--- config.mk ---
export PLATFORM = sky130hd
export DESIGN_NAME = register_file
export DESIGN_NICKNAME = d
export VERILOG_FILES = /design/src/rtl/register_file_pkg.sv /design/src/rtl/register_file_word.sv /design/src/rtl/register_file.sv
export SDC_FILE = /design/constraint.sdc
export NUM_CORES = 1
export LEC_CHECK = 0
export CAP_MARGIN = 20
export CORE_ASPECT_RATIO = 0.5
export CORE_MARGIN = 5
export CORE_UTILIZATION = 49
export CTS_CLUSTER_DIAMETER = 30
export DETAILED_ROUTE_END_ITERATION = 8
export HOLD_SLACK_MARGIN = 0.15
export PLACE_DENSITY = 0.78
export SETUP_SLACK_MARGIN = 0.05
export SYNTH_ARGS = -nofsm -noshare
export SYNTH_HDL_FRONTEND = slang
export SYNTH_SLANG_ARGS = --single-unit
--- constraint.sdc ---
create_clock -name clock -period 3.9 [get_ports clock]
set_input_delay 0.78 -clock clock [delete_from_list [all_inputs] [get_ports clock]]
set_output_delay 0.78 -clock clock [all_outputs]
set_load 0.02 [all_outputs]
--- src/rtl/register_file_pkg.sv ---
// Shared constants and types for the register_file block.
// Holds the default geometry used as parameter defaults by the top level.
package register_file_pkg;

    // Default geometry: 8 words of 8 bits, addressed by 3 bits.
    localparam int DEFAULT_DATA_WIDTH = 8;
    localparam int DEFAULT_ADDR_WIDTH = 3;
    localparam int DEFAULT_NUM_REGS   = 8;

    // One stored word at the default width.
    typedef logic [DEFAULT_DATA_WIDTH-1:0] word_t;

    // True when num_regs fits the address space: 1 <= num_regs <= 2**addr_width.
    function automatic bit num_regs_valid(input int num_regs, input int addr_width);
        return (num_regs >= 1) && (num_regs <= (1 << addr_width));
    endfunction

endpackage : register_file_pkg

--- src/rtl/register_file_word.sv ---
// register_file_word: one DATA_WIDTH-bit storage word with write enable.
// Cleared asynchronously while reset_n is low; loads i_data on a rising
// clock edge when i_enable is high.
module register_file_word
    import register_file_pkg::*;
#(
    parameter int DATA_WIDTH = DEFAULT_DATA_WIDTH
)(
    input  logic                  clock,
    input  logic                  reset_n,
    input  logic                  i_enable,
    input  logic [DATA_WIDTH-1:0] i_data,
    output logic [DATA_WIDTH-1:0] o_data
);

    logic [DATA_WIDTH-1:0] r_data;

    // Storage word: async clear, enabled load on the rising edge.
    always_ff @(posedge clock or negedge reset_n) begin
        // NOTE: non-blocking assignments keep every flop sampling pre-edge values.
        if (!reset_n) begin
            r_data <= '0;
        end else if (i_enable) begin
            r_data <= i_data;
        end
    end

    assign o_data = r_data;

endmodule : register_file_word

--- src/rtl/register_file.sv ---
// register_file: NUM_REGS words of DATA_WIDTH bits, one synchronous write
// port and one combinational read port sharing a single address.
// Addresses at or above NUM_REGS are unimplemented: writes there are dropped
// and reads return 0.
//
// Optional feature: define REGISTER_FILE_DBG_PORT_EN to add an independent
// combinational debug read port (dbg_address / dbg_out) with the same
// read rules as out.
module register_file
    import register_file_pkg::*;
#(
    parameter int DATA_WIDTH = DEFAULT_DATA_WIDTH,
    parameter int ADDR_WIDTH = DEFAULT_ADDR_WIDTH,
    parameter int NUM_REGS   = DEFAULT_NUM_REGS   // must satisfy 1 <= NUM_REGS <= 2**ADDR_WIDTH
)(
    input  logic                  clock,
    input  logic                  reset_n,
    input  logic [ADDR_WIDTH-1:0] address,
    input  logic                  write,
    input  logic [DATA_WIDTH-1:0] in,
`ifdef REGISTER_FILE_DBG_PORT_EN
    input  logic [ADDR_WIDTH-1:0] dbg_address,
    output logic [DATA_WIDTH-1:0] dbg_out,
`endif
    output logic [DATA_WIDTH-1:0] out
);

    // Configuration sanity flag, evaluated at elaboration.
    localparam bit CFG_OK = num_regs_valid(NUM_REGS, ADDR_WIDTH);

    logic [NUM_REGS-1:0]   w_write_en;
    logic [DATA_WIDTH-1:0] w_words [NUM_REGS];

    // One-hot write-enable decoder; unimplemented addresses select no word.
    always_comb begin
        // NOTE: default first so no path leaves a bit unassigned (no latch).
        w_write_en = '0;
        for (int i = 0; i < NUM_REGS; i++) begin
            if (write && CFG_OK && (int'(address) == i)) begin
                w_write_en[i] = 1'b1;
            end
        end
    end

    // Storage array: one register_file_word per implemented address.
    for (genvar g = 0; g < NUM_REGS; g++) begin : g_word
        register_file_word #(
            .DATA_WIDTH (DATA_WIDTH)
        ) u_word (
            .clock    (clock),
            .reset_n  (reset_n),
            .i_enable (w_write_en[g]),
            .i_data   (in),
            .o_data   (w_words[g])
        );
    end

    // Main read mux: word at address, 0 for unimplemented addresses.
    // Reset already clears every word, so out reads 0 while reset is held.
    always_comb begin
        out = '0;
        for (int i = 0; i < NUM_REGS; i++) begin
            if (int'(address) == i) begin
                out = w_words[i];
            end
        end
    end

`ifdef REGISTER_FILE_DBG_PORT_EN
    // Debug read mux: independent address, same read rules as out.
    always_comb begin
        dbg_out = '0;
        for (int i = 0; i < NUM_REGS; i++) begin
            if (int'(dbg_address) == i) begin
                dbg_out = w_words[i];
            end
        end
    end
`endif

endmodule : register_file

After elaboration in Yosys (flattened, before gate mapping)
Cells that the tools add are included. W data, S select, Z words.

Register bits after elaboration: 64. Input port bits: 14. Output and inout port bits: 8.

Equal/unequal tests: 7. Muxes and demuxes: 16. Reductions and logical operators: 9.

Operators by type and width (count): $mux W8 (8); $eq A3 B3 Y1 const B (4); $logic_and A1 B1 Y1 (8); $mux W1 (8); $eq A3 B2 Y1 const B (2); $eq A3 B1 Y1 const B (1); $logic_not A3 Y1 (1).

Logic depth before layout (Yosys ltp)
Depth in word-level cells: 9. Depth in mapped cells: 4.

Cells and area by module
Synthesis repeated with hierarchy kept, for this count alone.

Cell total of the unflattened synthesis: 190. Area, all modules: 3280.6 sq um.

By module, submodules not included: register_file_word (times used 8, cells each 17, area each 331.6 sq um); register_file (times used 1, cells each 54, area each 628.1 sq um).

Least setup slack after synthesis
OpenSTA, ideal clock, no wires.

Path kind: input port to output port. From: input port address[0]. To: output port out[0]. Data arrival time: 1959 ps. Data required time: 3120 ps. Setup slack: 1161 ps. Stages on the path: 4. Buffers on the path: 2. Path through: clkbuf_2 > buf_6 > mux4_1 > mux2_2.

Longest elaborated chain between the ends: 9.

Ends and longest elaborated chain: from (decl) (line register_file.sv:18) `input logic [ADDR_WIDTH-1:0] address,`; $logic_not A3 Y1 (line register_file.sv:63) `if (int'(address) == i) begin`; $mux W8 (7 in series) (line register_file.sv:63); $mux W8 * (line register_file.sv:63); to (decl) (line register_file.sv:25) `output logic [DATA_WIDTH-1:0] out`.

Every way passes the cells marked *; elsewhere a longest branch is shown, timed or not.

Final worst setup path
From: input port address[0]. To: output port out[6].

Same word-level chain as after synthesis.

==> metrics.txt <==
status=completed; Worst EP arrival=just under 3 ns; CTS tree=done; die area=7920 µm²; port bufs=21; WP data required=about 3.1 ns; Yosys cell types=12; ANT cells=0; Worst Hold Path Cells=1; number of global-route vias before repair=1,844; first-pass GRT wire length=9.76 mm; cts hold-fix bufs=0; Max Freq=0.272 GHz; GRT overflow=0; antenna viol nets, final=0; Pwr Density=between 500 and 600 nW/µm²; Total Neg Setup Slack=0 ns; Static Leak=approximately 1.5 nW; wirelength, routed=5.65 mm; area leader, netlist=dfrtp_1; cells after synthesis=171; Tot Pwr=between 1.5 and 2 mW; Clk Latency, worst-skew pair=roughly 0.32 ns; Die Wd=121 µm; final net count=213; HP Class=reg2reg; Reg2Reg Depth=1; clk_skew=0 ns; max-slew violation count=0; unrepaired setup endpoints after global routing=no; initial antenna violation count=0; net count after synthesis=approximately 190; Worst Tran Pin Value=0.864 ns; drt via density=roughly 5.6; beginning of the worst hold path=g_word[1].u_word.o_data[7]; Setup Fix Bufs, Post-CTS=0; CTS Sinks=64; Syn Area/Cell=between 15 and 20 µm²; Initial DRT Pass Iterations=4; WL/cell=between 15 and 20 µm; Initial Util=0.500; Util after Layout=0.596; Setup CP Type=in2out; Yosys warnings=0; DR iter-0 viols=60; synthesis-to-layout area growth=19.3%; Reg clk slew, reported paths=about 0.05 ns; largest net degree at the start of global routing=approximately 40; synthesized cell area=just over 3000 µm²; Ports=22; H-tree levels=3; CP Capture Type=output pin; share of layout cells above drive strength 1=0.505; Critical Path Start=address[0]; Synth Register Bits=64; Die Height=between 60 and 70 µm; Clock Path Buffers=2; worst reg2reg startpoint=g_word[6].u_word.o_data[6]; core area=about 6000 µm²; gpl congestion=0.705; # DRC=0; headroom to the max-slew limit=0.424; cts bufs inserted=9; Fillers=456; placed instance count=approximately 280; FP Rows=20; hpwl dp=about 3.6 mm; max_cap viols=0; Total GRT Usage=0.166; Min Clock Period, post-route=3.68 ns; Final period util=0.943; FF/Latch Area=around 1600 µm²; Critical Path Source Type=input port; share of the synthesized area in the top cell type=0.531; max reg flops=between 60 and 70; sequential share of the synthesized area=0.531; Clk Tree Root Cell=clkbuf_16; area occupied by multi-input gates=approximately 1400 µm²; final hold violation count=0; Finished Layout Cells=290; largest cells by area after synthesis=dfrtp_1 (53%), mux2_2 (27%), mux4_1 (14%); CP max FO=24; Gates resized, CTS repair=0; WHS=approximately 0.50 ns; VDD IR-drop max=between 0.2 and 0.25 mV; final setup fails=0; DR vias=between 1,500 and 2,000
## cell families after synthesis
family / Yosys count / share of synthesized area
DFF: 64 / 0.531
buffers and inverters: 11 / 0.0220
and+or+nand+nor: 8 / 0.0386
muxes: 88 / 0.408
## cell usage in the layout (no fill, tap or decap)
cell              n
clkbuf_16         9
clkinvlp_4        1
and4bb_2          2
nand4_2           1
nor4b_4           1
clkbuf_8          1
nor4bb_2          1
buf_4             6
dfrtp_1          64
clkdlybuf4s50_1  20
buf_2             1
buf_12            1
nand4b_2          3
mux4_1           16
mux2_2           72
clkinv_2          3
## per-stage QoR
stage | setup slack (ns) | cell area, µm²
5_1_grt | 0.173 | 3600
3_5_place_dp | 0.216 | 3340
3_3_place_gp | 0.237 | 3340
2_1_floorplan | 1.16 | 3020
4_1_cts | 0.206 | 3600
6_report | 0.222 | 3600
## worst paths after layout
path / endpoint / slack (ns)
max in group asynchronous: g_word[7].u_word.o_data[2] / 2.49
min: g_word[1].u_word.o_data[7] / 0.50
max: out[6] / 0.22
max reg2reg: g_word[6].u_word.o_data[6] / 3.13
min reg2reg: g_word[1].u_word.o_data[7] / 0.50
min in group asynchronous: g_word[6].u_word.o_data[4] / 0.57
## final cells by class
class | instances | share of cell area
multi-input combinational | 96 | 0.376
clock buffer | 10 | 0.0664
sequential | 64 | 0.445
tap | 88 | 0.0306
clock inverter | 4 | 0.00626
timing repair buffer | 28 | 0.0751
## critical path, stage by stage
cell and delay [ns]:
clkdlybuf4s50_1 0.50, buf_12 0.20, mux4_1 0.56, mux2_2 0.29, clkdlybuf4s50_1 0.54
## routing by layer
layer	track usage	wire length, µm	vias to the layer above
met4	0.0565	26	0
met3	0.0576	203	3
li1	-	-	734
met1	0.201	2530	862
met5	0	0	-
met2	0.279	2890	34
## report_power, final
part	switching [mW]	internal [mW]
combinational	0.141	0.250
clock	0.263	0.435
sequential	0.0688	0.812
## cells in the mapped netlist
master	n
mux2_2	72
buf_6	2
nor4b_4	1
nor4bb_1	1
and4bb_2	2
buf_2	7
mux4_1	16
nand4_2	1
dfrtp_1	64
nand4b_2	3
clkbuf_2	1
clkbuf_1	1
Power figures use the tool's default switching activity.
